`src/rtl/uart_pkg.sv`:
```
// uart_pkg: shared definitions for the memory-mapped UART transmitter.
//   - register offsets (dbus_addr[3:2])
//   - STATUS bit positions
//   - serializer state encoding
//   - minimum baud divisor and its clamp helper
package uart_pkg;

  // Register offsets, decoded from dbus_addr[3:2]
  localparam logic [1:0] UART_TXDATA  = 2'd0;
  localparam logic [1:0] UART_STATUS  = 2'd1;
  localparam logic [1:0] UART_BAUDDIV = 2'd2;
  localparam logic [1:0] UART_RSVD    = 2'd3;

  // STATUS bit positions
  localparam int ST_FULL   = 0;
  localparam int ST_EMPTY  = 1;
  localparam int ST_BUSY   = 2;
  localparam int ST_OVF    = 3;
  localparam int ST_CNT_LO = 4;  // [7:4] saturating FIFO count

  // Smallest divisor the serializer accepts
  localparam logic [15:0] UART_MIN_DIV = 16'd16;

  typedef enum logic [1:0] {
    IDLE  = 2'd0,
    START = 2'd1,
    DATA  = 2'd2,
    STOP  = 2'd3
  } uart_state_t;

  function automatic logic [15:0] clamp_div(input logic [15:0] v);
    return (v < UART_MIN_DIV) ? UART_MIN_DIV : v;
  endfunction

endpackage

```
`src/rtl/sync_fifo.sv`:
```
// sync_fifo: single-clock FIFO with combinational read data.
//   clk, rst   clock, asynchronous active-high reset (flushes pointers/count)
//   push/wdata write an entry; accepted when not full, or when full and a
//              pop happens in the same cycle
//   pop/rdata  rdata is the head entry; pop is ignored when empty
//   full/empty/count  derived from the count register, not pointer equality
module sync_fifo #(
  parameter int WIDTH = 8,
  parameter int DEPTH = 8
) (
  input  logic                     clk,
  input  logic                     rst,
  input  logic                     push,
  input  logic                     pop,
  input  logic [WIDTH-1:0]         wdata,
  output logic [WIDTH-1:0]         rdata,
  output logic                     full,
  output logic                     empty,
  output logic [$clog2(DEPTH):0]   count
);

  localparam int AW = $clog2(DEPTH);
  localparam logic [AW:0]   DEPTH_C = (AW+1)'(DEPTH);
  localparam logic [AW-1:0] PTR_ONE = 1;
  localparam logic [AW:0]   CNT_ONE = 1;

  logic [WIDTH-1:0] mem_q [DEPTH];
  logic [AW-1:0]    wr_ptr_q, rd_ptr_q;
  logic [AW:0]      cnt_q, cnt_d;
  logic             do_push, do_pop;

  assign empty   = (cnt_q == '0);
  assign full    = (cnt_q == DEPTH_C);
  assign count   = cnt_q;
  assign rdata   = mem_q[rd_ptr_q];

  assign do_pop  = pop & ~empty;
  // A pop frees the slot this same cycle, so a full FIFO still accepts.
  assign do_push = push & (~full | do_pop);

  always_comb begin
    cnt_d = cnt_q;
    case ({do_push, do_pop})
      2'b10:   cnt_d = cnt_q + CNT_ONE;
      2'b01:   cnt_d = cnt_q - CNT_ONE;
      default: cnt_d = cnt_q;
    endcase
  end

  always_ff @(posedge clk or posedge rst) begin
    if (rst) begin
      wr_ptr_q <= '0;
      rd_ptr_q <= '0;
      cnt_q    <= '0;
    end else begin
      if (do_push) wr_ptr_q <= wr_ptr_q + PTR_ONE;
      if (do_pop)  rd_ptr_q <= rd_ptr_q + PTR_ONE;
      cnt_q <= cnt_d;
    end
  end

  // Storage needs no reset: contents are only visible through count.
  always_ff @(posedge clk) begin
    if (do_push) mem_q[wr_ptr_q] <= wdata;
  end

endmodule

```
`src/rtl/uart_tx_peripheral.sv`:
```
// uart_tx_peripheral: memory-mapped 8N1 UART transmitter.
//   clk, rst       system clock, asynchronous active-high reset
//   uart_sel, wr   bus access select and store(1)/load(0)
//   dbus_addr      byte address, [3:2] selects TXDATA/STATUS/BAUDDIV/reserved
//   dbus_data_wr   store data; mask = byte-lane enables
//   dbus_data_rd   combinational load data, zero unless a load is selected
//   tx             serial line, idle high
//   tx_busy        serializer active or FIFO holds bytes
module uart_tx_peripheral
  import uart_pkg::*;
#(
  parameter int FIFO_DEPTH  = 8,
  parameter int DEFAULT_DIV = 868
) (
  input  logic        clk,
  input  logic        rst,
  input  logic        uart_sel,
  input  logic        wr,
  input  logic [31:0] dbus_addr,
  input  logic [31:0] dbus_data_wr,
  input  logic [3:0]  mask,
  output logic [31:0] dbus_data_rd,
  output logic        tx,
  output logic        tx_busy
);

  localparam int          CW      = $clog2(FIFO_DEPTH) + 1;
  localparam logic [15:0] DEF_DIV = 16'(DEFAULT_DIV);

  // ---------------------------------------------------------------- bus decode
  logic       wr_en, rd_en;
  logic [1:0] reg_sel;
  logic       push, ovf_set, ovf_clr, div_wr;

  assign wr_en   = uart_sel & wr;
  assign rd_en   = uart_sel & ~wr;
  assign reg_sel = dbus_addr[3:2];

  logic unused_bus;
  assign unused_bus = ^{dbus_addr[31:4], dbus_addr[1:0],
                        dbus_data_wr[31:16], mask[3:2]};

  // ---------------------------------------------------------------- FIFO
  logic          fifo_pop, fifo_full, fifo_empty;
  logic [7:0]    fifo_rdata;
  logic [CW-1:0] fifo_count;

  assign push = wr_en && (reg_sel == UART_TXDATA) && mask[0];

  sync_fifo #(
    .WIDTH (8),
    .DEPTH (FIFO_DEPTH)
  ) u_fifo (
    .clk   (clk),
    .rst   (rst),
    .push  (push),
    .pop   (fifo_pop),
    .wdata (dbus_data_wr[7:0]),
    .rdata (fifo_rdata),
    .full  (fifo_full),
    .empty (fifo_empty),
    .count (fifo_count)
  );

  // ---------------------------------------------------------------- registers
  logic        ovf_q, ovf_d;
  logic [15:0] div_q, div_d;

  // Dropped only when full with no pop; a concurrent pop makes room.
  assign ovf_set = push && fifo_full && !fifo_pop;
  assign ovf_clr = wr_en && (reg_sel == UART_STATUS) && mask[0] && dbus_data_wr[3];
  assign div_wr  = wr_en && (reg_sel == UART_BAUDDIV) && (mask[1:0] == 2'b11);

  always_comb begin
    ovf_d = ovf_q;
    if (ovf_set)      ovf_d = 1'b1;   // set beats a same-cycle clear
    else if (ovf_clr) ovf_d = 1'b0;
    div_d = div_wr ? clamp_div(dbus_data_wr[15:0]) : div_q;
  end

  always_ff @(posedge clk or posedge rst) begin
    if (rst) begin
      ovf_q <= 1'b0;
      div_q <= DEF_DIV;
    end else begin
      ovf_q <= ovf_d;
      div_q <= div_d;
    end
  end

  // ---------------------------------------------------------------- serializer
  uart_state_t state_q, state_d;
  logic [7:0]  shift_q, shift_d;
  logic [2:0]  bit_cnt_q, bit_cnt_d;
  logic [15:0] baud_cnt_q, baud_cnt_d;
  logic [15:0] div_lat_q, div_lat_d;
  logic        fifo_seen_q;
  logic        bit_tick;

  assign bit_tick = (state_q != IDLE) && (baud_cnt_q == div_lat_q - 16'd1);

  // State register
  always_ff @(posedge clk or posedge rst) begin
    if (rst) state_q <= IDLE;
    else     state_q <= state_d;
  end

  // Next-state
  always_comb begin
    state_d = state_q;
    case (state_q)
      IDLE:  if (fifo_pop)                         state_d = START;
      START: if (bit_tick)                         state_d = DATA;
      DATA:  if (bit_tick && bit_cnt_q == 3'd7)    state_d = STOP;
      STOP:  if (bit_tick)                         state_d = IDLE;
      default:                                     state_d = IDLE;
    endcase
  end

  // Outputs. IDLE only starts once the FIFO has been non-empty for a full
  // cycle: a store into an empty FIFO reaches the line two edges later, while
  // a FIFO that stayed non-empty through STOP gives a single IDLE cycle.
  always_comb begin
    tx       = 1'b1;
    fifo_pop = 1'b0;
    case (state_q)
      IDLE:    fifo_pop = fifo_seen_q && !fifo_empty;
      START:   tx = 1'b0;
      DATA:    tx = shift_q[0];
      STOP:    tx = 1'b1;
      default: tx = 1'b1;
    endcase
  end

  // Datapath: shift register, bit/baud counters, per-frame divisor latch
  always_comb begin
    shift_d   = shift_q;
    bit_cnt_d = bit_cnt_q;
    div_lat_d = div_lat_q;
    if (fifo_pop) begin
      shift_d   = fifo_rdata;
      bit_cnt_d = 3'd0;
      div_lat_d = div_q;
    end else if (state_q == DATA && bit_tick) begin
      shift_d   = {1'b0, shift_q[7:1]};
      bit_cnt_d = bit_cnt_q + 3'd1;
    end
    // Counter restarts on every state entry and on every bit-time wrap.
    if (state_q == IDLE || state_d != state_q || bit_tick) baud_cnt_d = '0;
    else                                                   baud_cnt_d = baud_cnt_q + 16'd1;
  end

  always_ff @(posedge clk or posedge rst) begin
    if (rst) begin
      shift_q     <= '0;
      bit_cnt_q   <= '0;
      baud_cnt_q  <= '0;
      div_lat_q   <= DEF_DIV;
      fifo_seen_q <= 1'b0;
    end else begin
      shift_q     <= shift_d;
      bit_cnt_q   <= bit_cnt_d;
      baud_cnt_q  <= baud_cnt_d;
      div_lat_q   <= div_lat_d;
      fifo_seen_q <= ~fifo_empty;
    end
  end

  assign tx_busy = (state_q != IDLE) || !fifo_empty;

  // ---------------------------------------------------------------- load data
  logic [31:0] status;
  logic [31:0] cnt_ext;
  logic [3:0]  cnt_sat;

  assign cnt_ext = 32'(fifo_count);
  assign cnt_sat = (cnt_ext > 32'd15) ? 4'hF : cnt_ext[3:0];

  always_comb begin
    status                          = '0;
    status[ST_FULL]                 = fifo_full;
    status[ST_EMPTY]                = fifo_empty;
    status[ST_BUSY]                 = tx_busy;
    status[ST_OVF]                  = ovf_q;
    status[ST_CNT_LO+3:ST_CNT_LO]   = cnt_sat;
  end

  always_comb begin
    dbus_data_rd = '0;
    if (rd_en) begin
      case (reg_sel)
        UART_STATUS:  dbus_data_rd = status;
        UART_BAUDDIV: dbus_data_rd = {16'h0, div_q};
        default:      dbus_data_rd = '0;
      endcase
    end
  end

endmodule

```
`config.mk`:
```
export PLATFORM = sky130hd
export DESIGN_NAME = uart_tx_peripheral
export DESIGN_NICKNAME = d
export VERILOG_FILES = /design/src/rtl/uart_pkg.sv /design/src/rtl/sync_fifo.sv /design/src/rtl/uart_tx_peripheral.sv
export SDC_FILE = /design/constraint.sdc
export NUM_CORES = 1
export LEC_CHECK = 0
export CORE_MARGIN = 2
export CORE_UTILIZATION = 35
export CTS_CLUSTER_SIZE = 40
export DETAILED_ROUTE_END_ITERATION = 7
export SKIP_LAST_GASP = 1
export SYNTH_ARGS = -nofsm -noshare
export SYNTH_HDL_FRONTEND = slang
export SYNTH_SLANG_ARGS = --single-unit
```
`constraint.sdc`:
```
create_clock -name clk -period 4.6 [get_ports clk]
set_input_delay 0.46 -clock clk [delete_from_list [all_inputs] [get_ports clk]]
set_output_delay 0.46 -clock clk [all_outputs]
set_load 0.02 [all_outputs]
```
==> impl_metrics.json <==
{
  "cts-root-buf": "clkbuf_16",
  "switchingPower_uw": 926,
  "cts_tree": "built",
  "crit_family": "simple AND/OR/NAND/NOR gates",
  "track_usage": 0.146,
  "core-area_mm2": 0.0181,
  "p_leak_nw": 3.09,
  "startpoint_type": "register",
  "synth_compound_area_frac": 0.0608,
  "slew_headroom": 0.263,
  "hold_path.class": "register to register",
  "finalCritPeriodShare": 0.744,
  "io_pins": 106,
  "outcome": "complete, but fails checks",
  "synth_ff_type": "edfxtp_1",
  "critPathBufInv": 1,
  "ys_seq_area_frac": 0.580,
  "ant_nets": 0,
  "cp.required_ns": 4.94,
  "num_vias": 4228,
  "grt_overflow_total": 0,
  "path_cells": "inv_1 -> ha_1 -> or3b_2 -> or3_1 -> o32ai_1 -> o31ai_1 -> nor4_4 -> and3_1 -> mux2i_1",
  "synth-edff-count": 64,
  "muxShareOfSynthArea": 0.0761,
  "p_seq_frac": 0.464,
  "grt_max_degree": 39,
  "holdBufCountCts": 0,
  "setup_viol": 0,
  "synth_area_per_cell_um2": 11.8,
  "hold_viol": 0,
  "grt_pass1_wl_um": 22100,
  "gp_congestion": 0.858,
  "comb_power_share": 0.121,
  "cts.htree.levels": 4,
  "cts.sinks": 137,
  "cpPeakStageDelay_ns": 0.56,
  "dieArea_mm2": 0.0196,
  "power.share.clock": 0.415,
  "initial_core_util": 0.358,
  "syn_area_mm2": 0.00648,
  "clock_skew_ns": 0.00901,
  "netSwitchingFraction": 0.282,
  "crit_fanout": 11,
  "slew_viol_final": 0,
  "tightest_slew_ns": 1.11,
  "area.growth.synth_to_final_pct": 18.3,
  "maxCapViolCount": 0,
  "synth-warning-count": 0,
  "failed_checks": "DRC",
  "dr.pass1.iters": 8,
  "synth-seq-cells": 137,
  "slowest_stage": "or3b_2",
  "syn_inst": 550,
  "synth_top_family_by_area": "simple AND/OR/NAND/NOR gates",
  "finalCriticalPeriod_ns": 3.42,
  "dp.cells": 802,
  "path_class": "register to register",
  "synth-xor-area-share": 0.0595,
  "grt_pass1_vias": 4241,
  "instances_no_fill": 834,
  "io_buffers": 41,
  "ir_worst_vdd_v": 0.000223,
  "clockBufferDepth": 2,
  "arrival_ns": 3.77,
  "async_flop_share": 0.533,
  "fin_area_mm2": 0.00767,
  "end_kind": "register",
  "fmax_mhz": 292,
  "internal_power_mw": 2.36,
  "row_count": 49,
  "grt_setup_unrepaired": "false",
  "synth_adder_area_share": 0.0243,
  "synth-simple-area-share": 0.156,
  "power.density_mw_per_mm2": 429,
  "cts-resized-gates": 0,
  "synth_top_area_cell": "edfxtp_1",
  "antenna_found_initial": 0,
  "nets": 676,
  "fp.dieW_um": 140,
  "synthDistinctLibCells": 54,
  "synth_area_leaders": "edfxtp_1 (30%), dfrtp_1 (24%), nand2_1 (6.1%), mux4_2 (5.6%), dfstp_2 (4.1%)",
  "cts_buffers": 17,
  "path_clk_slew_ns": 0.06,
  "setup-tns-final_ns": 0,
  "drtIter0Drc": 343,
  "vias_per_cell": 5.07,
  "synth_top_area_frac": 0.297,
  "clk_latency_ns": 0.43,
  "antennaDiodeCount": 0,
  "wl_per_cell_um": 16.2,
  "dp_hpwl_um": 9450,
  "cts_setup_buffers": 0,
  "drc": 2,
  "die_h_um": 140,
  "wirelength_um": 13500,
  "placed_area_mm2": 0.00706,
  "n_fill_cell": 1629,
  "drive_gt1_frac": 0.121
}
==> synth_stat cells (all sizes together) (2+ instances only) <==
cell type,number
nor2,50
or2,2
xnor2,30
and3,7
a211oi,2
nand4,3
a21o,2
dfstp,10
nor4,8
a22o,5
nor3,9
clkbuf,15
o21ai,3
a21oi,7
nand2b,3
or3,2
a31oi,2
edfxtp,64
mux2i,11
mux2,2
mux4,16
nor4b,2
o31ai,4
a221o,7
nand3,13
or4,6
ha,11
inv,17
xor2,14
and2,8
buf,23
o311ai,2
a22oi,8
nand2,106
dfrtp,63
==> final cells by class <==
type	count	area [um2]	share of cell area
well taps	229	287	0.0374
clock inverters	15	179	0.0233
repair buffers	46	448	0.0584
multi-input cells	373	2500	0.327
clock buffers	17	425	0.0555
inverters	17	63.8	0.00832
flip-flops and latches	137	3760	0.491
==> worst paths after layout <==
kind	from	end	slack [ns]	cells after the start
worst max-delay path	div_lat_q[0]	bit_cnt_q[1]	1.18	9
worst min-delay path	div_q[8]	div_lat_q[8]	0.47	2
worst max register to register	div_lat_q[0]	bit_cnt_q[1]	1.18	9
worst min register to register	div_q[8]	div_lat_q[8]	0.47	2
max in group asynchronous	rst	div_q[2]	3.07	3
min in group asynchronous	rst	shift_q[1]	0.51	2
==> placed cells by master, fill, tap and decap left out, types with 4 or more instances in the layout <==
cell,netlist,final
a21oi_1,7,7
a221o_1,7,7
a22o_1,5,5
a22oi_1,8,8
and2_1,8,8
and3_1,7,7
buf_4,18,5
clkbuf_16,0,17
clkdlybuf4s50_1,0,41
conb_1,1,16
dfrtp_1,63,63
dfstp_2,10,10
edfxtp_1,64,64
ha_1,11,11
inv_1,17,16
inv_8,0,5
mux2i_1,11,11
mux4_2,16,16
nand2_1,106,106
nand3_1,13,13
nor2_1,50,50
nor3_1,9,8
nor4_1,7,7
o31ai_1,4,4
or4_1,5,5
xnor2_1,30,30
xor2_1,14,14
==> layer usage <==
layer	vias up	track usage	wire, um
met5	-	0	0
met4	0	0.0590	136
met3	6	0.0315	468
met2	105	0.233	6520
met1	2108	0.194	6400
li1	2009	-	-
==> power groups by stage <==
stage                     clock network [mW]  registers [mW]  logic (mW)
after detailed placement                   0            1.55       0.402
after CTS                               1.39            1.52       0.403
after global routing                    1.45            1.54       0.455
after global placement                     0            1.54       0.383
after floorplan                            0            1.49       0.335
final                                   1.36            1.53       0.398
==> per-stage QoR <==
step / total power, mW / hold slack [ns] / utilization / worst slack (ns)
floorplan: 1.82 / 0.439 / - / 1.55
detailed placement: 1.95 / 0.463 / 0.391 / 1.18
CTS: 3.32 / 0.473 / 0.424 / 1.16
global route: 3.45 / 0.484 / 0.424 / 0.983
global placement: 1.92 / 0.458 / 0.391 / 1.23
finish: 3.29 / 0.472 / 0.424 / 1.18
==> kinds of logic (layout without fill, tap and decap cells) <==
| group | count (synthesis) | count (layout) |
|---|---|---|
| multiplexers | 29 | 29 |
| buffers and inverters | 55 | 95 |
| other | 1 | 16 |
| flip-flops | 137 | 137 |
| AO/OA/AOI/OAI | 50 | 50 |
| adder cells (fa/ha/maj) | 12 | 12 |
| AND/OR/NAND/NOR | 222 | 222 |
| XOR/XNOR | 44 | 44 |
==> worst min-delay path, stage by stage, from the launching register on <==
cell and delay [ns]:
dfstp_2 0.38, nand2_1 0.05, nand2_1 0.04
==> state kept, by name (all words and copies together), names as in the netlist <==
name and count:
u_fifo.rd_ptr_q 3, div_lat_q 16, u_fifo.count 4, div_q 16, ovf_q 1, u_fifo.mem_q 64
fifo_seen_q 1, baud_cnt_q 16, state_q 2, bit_cnt_q 3, u_fifo.wr_ptr_q 3, shift_q 8
No activity file was read; power rests on OpenSTA's default activity.
